**config.mk**
```make
export PLATFORM = sky130hd
export DESIGN_NAME = multicycle_ctrl
export DESIGN_NICKNAME = d
export VERILOG_FILES = /design/src/rtl/multicycle_ctrl.sv
export SDC_FILE = /design/constraint.sdc
export NUM_CORES = 1
export LEC_CHECK = 0
export BUFFER_PORTS_ARGS = -buffer_cell sky130_fd_sc_hd__buf_2
export CAP_MARGIN = 15
export CORE_ASPECT_RATIO = 0.8
export CORE_MARGIN = 2
export CORE_UTILIZATION = 56
export DETAILED_ROUTE_END_ITERATION = 16
export PLACE_DENSITY = 0.86
export SETUP_SLACK_MARGIN = 0.1
export SLEW_MARGIN = 0
export SYNTH_ARGS = -nofsm -noshare
export SYNTH_HDL_FRONTEND = slang
export SYNTH_SLANG_ARGS = --single-unit
```
**constraint.sdc**
```tcl
create_clock -name clk -period 4.23 [get_ports clk]
set_input_delay 0.2115 -clock clk [delete_from_list [all_inputs] [get_ports clk]]
set_output_delay 0.2115 -clock clk [all_outputs]
set_load 0.005 [all_outputs]
```
**src/rtl/multicycle_ctrl.sv**
```systemverilog
// rtl/multicycle_ctrl.sv - multi-cycle FETCH/DECODE/EXEC/MEM/WB control sequencer
module multicycle_ctrl #(
    parameter int MEM_TIMEOUT = 16,
    parameter int CNT_W       = 32
) (
    input  logic             clk,
    input  logic             rst,
    input  logic             start,
    input  logic [31:0]      Instruction,
    input  logic             zero,
    input  logic             greater_than,
    input  logic             mem_ready,
    output logic             PCSrc,
    output logic             RegWrite,
    output logic             branch,
    output logic             ALUSrcA,
    output logic             ALUSrcB,
    output logic             MemtoReg,
    output logic             MemWrite,
    output logic             MemRead,
    output logic             z,
    output logic             g,
    output logic             lui,
    output logic [2:0]       ALUControl,
    output logic             pc_en,
    output logic             ir_en,
    output logic             busy,
    output logic             halted,
    output logic [1:0]       err_code,
    output logic [CNT_W-1:0] retired_count
);

    localparam logic [2:0] S_IDLE   = 3'd0;
    localparam logic [2:0] S_FETCH  = 3'd1;
    localparam logic [2:0] S_DECODE = 3'd2;
    localparam logic [2:0] S_EXEC   = 3'd3;
    localparam logic [2:0] S_MEM    = 3'd4;
    localparam logic [2:0] S_WB     = 3'd5;
    localparam logic [2:0] S_HALT   = 3'd6;

    localparam logic [6:0] OP_R     = 7'b0110011;
    localparam logic [6:0] OP_I     = 7'b0010011;
    localparam logic [6:0] OP_LD    = 7'b0000011;
    localparam logic [6:0] OP_ST    = 7'b0100011;
    localparam logic [6:0] OP_BR    = 7'b1100011;
    localparam logic [6:0] OP_LUI   = 7'b0110111;
    localparam logic [6:0] OP_ECALL = 7'b1110011;

    localparam logic [2:0] ALU_ADD = 3'b000;
    localparam logic [2:0] ALU_SUB = 3'b001;
    localparam logic [2:0] ALU_AND = 3'b010;
    localparam logic [2:0] ALU_OR  = 3'b011;
    localparam logic [2:0] ALU_XOR = 3'b100;
    localparam logic [2:0] ALU_SLT = 3'b101;
    localparam logic [2:0] ALU_SLL = 3'b110;
    localparam logic [2:0] ALU_SRL = 3'b111;

    localparam logic [1:0] ERR_NONE    = 2'b00;
    localparam logic [1:0] ERR_ECALL   = 2'b01;
    localparam logic [1:0] ERR_ILLEGAL = 2'b10;
    localparam logic [1:0] ERR_TIMEOUT = 2'b11;

    localparam logic [7:0] TMO_LAST = 8'(MEM_TIMEOUT - 1);

    logic [2:0] state;
    logic [6:0] opc;
    logic [2:0] f3;
    logic       f7b5;
    logic [7:0] tmo_cnt;

    logic is_r, is_i, is_ld, is_st, is_br, is_lui, is_ecall, illegal;
    logic [2:0] alu_dec, alu_sel;

    logic unused_instr_bits;
    assign unused_instr_bits = ^{Instruction[31], Instruction[29:15], Instruction[11:7]};

    assign is_r     = (opc == OP_R);
    assign is_i     = (opc == OP_I);
    assign is_ld    = (opc == OP_LD);
    assign is_st    = (opc == OP_ST);
    assign is_br    = (opc == OP_BR);
    assign is_lui   = (opc == OP_LUI);
    assign is_ecall = (opc == OP_ECALL);

    // funct3 011 has no ALU mapping, so it makes an R/I instruction illegal
    assign illegal = !(is_r || is_i || is_ld || is_st || is_br || is_lui || is_ecall)
                   || ((is_r || is_i) && (f3 == 3'b011));

    always_comb begin
        alu_dec = ALU_ADD;
        case (f3)
            3'b000:  alu_dec = (is_r && f7b5) ? ALU_SUB : ALU_ADD;
            3'b111:  alu_dec = ALU_AND;
            3'b110:  alu_dec = ALU_OR;
            3'b100:  alu_dec = ALU_XOR;
            3'b010:  alu_dec = ALU_SLT;
            3'b001:  alu_dec = ALU_SLL;
            3'b101:  alu_dec = ALU_SRL;
            default: alu_dec = ALU_ADD;
        endcase
    end

    assign alu_sel = is_br ? ALU_SUB : ((is_r || is_i) ? alu_dec : ALU_ADD);

    always_comb begin
        PCSrc      = 1'b0;
        RegWrite   = 1'b0;
        branch     = 1'b0;
        ALUSrcA    = 1'b0;
        ALUSrcB    = 1'b0;
        MemtoReg   = 1'b0;
        MemWrite   = 1'b0;
        MemRead    = 1'b0;
        z          = 1'b0;
        g          = 1'b0;
        lui        = 1'b0;
        ALUControl = ALU_ADD;
        pc_en      = 1'b0;
        ir_en      = 1'b0;
        // ALU steering stays asserted from EXEC through MEM and WB
        if (state == S_EXEC || state == S_MEM || state == S_WB) begin
            ALUSrcA    = is_r || is_i || is_ld || is_st || is_br;
            ALUSrcB    = is_i || is_ld || is_st;
            ALUControl = alu_sel;
            lui        = is_lui;
        end
        case (state)
            S_FETCH: ir_en = 1'b1;
            S_EXEC: begin
                if (is_br) begin
                    branch = 1'b1;
                    z      = (f3 == 3'b000);
                    g      = (f3 == 3'b101);
                    PCSrc  = ((f3 == 3'b000) && zero) || ((f3 == 3'b101) && greater_than);
                    pc_en  = 1'b1;
                end
            end
            S_MEM: begin
                MemRead  = is_ld;
                MemWrite = is_st;
                pc_en    = is_st && mem_ready;
            end
            S_WB: begin
                RegWrite = 1'b1;
                MemtoReg = is_ld;
                pc_en    = 1'b1;
            end
            default: ;
        endcase
    end

    assign busy   = (state != S_IDLE) && (state != S_HALT);
    assign halted = (state == S_HALT);

    always_ff @(posedge clk or posedge rst) begin
        if (rst) begin
            state         <= S_IDLE;
            opc           <= 7'd0;
            f3            <= 3'd0;
            f7b5          <= 1'b0;
            tmo_cnt       <= 8'd0;
            err_code      <= ERR_NONE;
            retired_count <= '0;
        end else begin
            if (pc_en) retired_count <= retired_count + CNT_W'(1);
            case (state)
                S_IDLE, S_HALT: begin
                    if (start) begin
                        err_code <= ERR_NONE;
                        state    <= S_FETCH;
                    end
                end
                S_FETCH: begin
                    opc   <= Instruction[6:0];
                    f3    <= Instruction[14:12];
                    f7b5  <= Instruction[30];
                    state <= S_DECODE;
                end
                S_DECODE: begin
                    if (illegal) begin
                        err_code <= ERR_ILLEGAL;
                        state    <= S_HALT;
                    end else if (is_ecall) begin
                        err_code <= ERR_ECALL;
                        state    <= S_HALT;
                    end else begin
                        state <= S_EXEC;
                    end
                end
                S_EXEC: begin
                    if (is_br) begin
                        state <= S_FETCH;
                    end else if (is_ld || is_st) begin
                        tmo_cnt <= 8'd0;
                        state   <= S_MEM;
                    end else begin
                        state <= S_WB;
                    end
                end
                S_MEM: begin
                    if (mem_ready) begin
                        state <= is_ld ? S_WB : S_FETCH;
                    end else if (tmo_cnt == TMO_LAST) begin
                        err_code <= ERR_TIMEOUT;
                        state    <= S_HALT;
                    end else begin
                        tmo_cnt <= tmo_cnt + 8'd1;
                    end
                end
                S_WB:    state <= S_FETCH;
                default: state <= S_IDLE;
            endcase
        end
    end

endmodule

```
==> metrics <==
run status finished clean; syn_nets 345; FP Rows 23; mapped cell area 3020 µm²; io pins 90; Psw 0.672 mW; fin. max-slew vios 0; commonest non-fill, non-tap cell in the layout buf_2; vias per cell 5.94; worst hold margin 0.0814 ns; Placer Congestion 0.915; CP Data Required Time 4.46 ns; largest net degree at the start of global routing 57; Yosys reg bits 56; Max-Cap Viols 0; final worst-path cycle share 60.9%; kind of critical path flop to flop; Post-CTS Setup Bufs 0; skew final 0.0117 ns; Worst R2R End retired_count[22]; H-tree lvl count 2; Post-synth EDFFs 0; Int Pwr 1.05 mW; Root Buffer clkbuf_8; RR Startpoint state[2]; global-route wire length before repair 10900 µm; detailed-route via count 2562; clock share of power 16.8%; final setup TNS 0 ns; register-to-register setup slack 1.65 ns; Post-synth ARST share 100%; Remaining DRCs 0; core area 5090 µm²; DRT iter0 DRCs 179; leak pwr 1.63 nW; Syn Area/Cell 9.89 µm²; die area 5990 µm²; FMAX 388 MHz; most frequent cells in the layout buf_2, dfrtp_1, xnor2_1, nor2_1; Rel. slew slack 36.8%; clock slew at reported path FFs 0.09 ns; Post-CTS Resized 0; Final setup viols 0; Worst-Skew Late Latency 0.31 ns; Buffers on Ports 68; Die Y 69.6 µm; Inserted Diodes 0; grt total ovfl 0; Synth Instances 305; sw frac 39.1%; Area growth syn-to-layout 15.0%; Nets 408; Tmin final 2.58 ns; First-pass DRT Iterations 5; Initial Util 59.2%; Worst Hold Class input port to asynchronous set/reset pin; Pwr Density 495 nW/µm²; Worst setup SP type flop; CP max FO 15; crit path DAT 2.81 ns; antenna violations before repair 0; part of the Yosys area used for sequential elements 46.5%; Comb power frac 33.2%; footprint of the multi-input gates 1510 µm²; All-Layer GR Usage 22.4%; Post-CTS Hold Fix Bufs 0; Die W 86.0 µm; WL/cell 15.1 µm; Longest Clk Path Bufs 2; CTS Buf Count 5; FILL cells 379; post-DP HPWL 4600 µm; Register Area 1400 µm²; sequential power share 50.1%; vias in the first global route 2236; Max VDD drop 357 µV; Setup crit end kind flop; R2R depth 5; unrepaired setup endpoints after global routing no; Worst Tran Pin Value 0.939 ns; Final ANT Viol Nets 0; Total Wirelength 6490 µm; TritonCTS clock tree done; CTS sink cnt 56; proportion of layout cells with a drive suffix above 1 25.7%; Fin. Hold Viols 0; yosys warns 0; Top FF cell, synth dfrtp_1; Yosys cell types 51
## state kept, by name (all words and copies together), names as in the netlist
name	flops
err_code	2
f3	3
f7b5	1
opc	7
retired_count	32
state	3
tmo_cnt	8
## through the flow
step           util (%)  instances  cell area (µm²)  total power [mW]  setup WS [ns]
2_1_floorplan         -        305             3020              1.27           2.17
3_3_place_gp       66.4        423             3380              1.40           1.75
3_5_place_dp       66.4        423             3380              1.43           1.71
4_1_cts            68.1        431             3470              1.71           1.69
5_1_grt            68.1        431             3470              1.84           1.53
6_report           68.1        431             3470              1.72           1.65
## cell type report
class                           count  share of cell area, %
Clock buffer                        7                   2.20
Clock inverter                      1                  0.253
Inverter                           11                   1.19
Multi-Input combinational cell    224                   43.5
Sequential cell                    56                   40.4
Tap cell                           62                   2.24
Timing Repair Buffer               70                   10.2
## worst max path at each step
stage	start	end	slack (ns)	cells past startpoint
after floorplan	tmo_cnt[0]	tmo_cnt[5]	2.17	7
after global placement	state[2]	retired_count[22]	1.75	5
after detailed placement	state[2]	retired_count[22]	1.71	5
after CTS	state[2]	retired_count[22]	1.69	5
after global routing	state[2]	retired_count[22]	1.53	5
final	state[2]	retired_count[22]	1.65	5
## layer usage
metal	vias up	part of all wire (%)	global-route usage [%]
li1	1232	-	-
met4	0	0.48	4.59
met2	92	46	33.9
met5	-	0	0
met3	2	6.4	4.17
met1	1236	47	34.0
## cell families (layout without fill, tap and decap cells)
kind of cell / count (synthesis) / after routing / share of synthesized area [%]
simple gates: 134 / 134 / 24.8
fa+ha+maj: 2 / 2 / 0.830
compound gates: 40 / 40 / 9.59
mux: 11 / 11 / 4.07
xor+xnor: 37 / 37 / 10.7
flops: 56 / 56 / 46.5
buf+inv: 25 / 89 / 3.53
## power by group through the flow
stage / combinational (mW) / clock (mW) / sequential, mW
floorplan: 0.516 / 0 / 0.750
global placement: 0.546 / 0 / 0.853
detailed placement: 0.567 / 0 / 0.861
CTS: 0.570 / 0.292 / 0.852
global route: 0.635 / 0.316 / 0.888
finish: 0.570 / 0.288 / 0.861
## critical path, stage by stage, from the launching register on
cell and delay [ns]:
dfrtp_1 0.61, or3b_4 0.47, o41a_1 0.46, a21boi_2 0.52
and4_1 0.31, xor2_1 0.14
## synthesized netlist by cell type (2+ instances only)
cell	n	area, µm²
a211oi_1	3	22.5
a21oi_1	6	30.0
a31oi_1	3	18.8
and2_1	5	31.3
and3_1	5	31.3
and3b_1	2	17.5
and4_1	5	43.8
clkbuf_1	10	37.5
dfrtp_1	56	1400
ha_1	2	25.0
inv_1	11	41.3
mux2_2	10	113
nand2_1	21	78.8
nand2b_1	2	12.5
nand3_1	16	80.1
nand3b_1	3	22.5
nand4_1	21	131
nor2_1	24	90.1
nor2b_1	2	12.5
nor3_1	10	50.1
nor4_1	8	50.1
o21ai_0	10	50.1
o22ai_1	2	12.5
o311ai_0	2	17.5
o31a_1	2	17.5
o31ai_1	2	15.0
or3_1	3	18.8
xnor2_1	29	254
xor2_1	8	70.1
No activity file was read; power rests on OpenSTA's default activity.
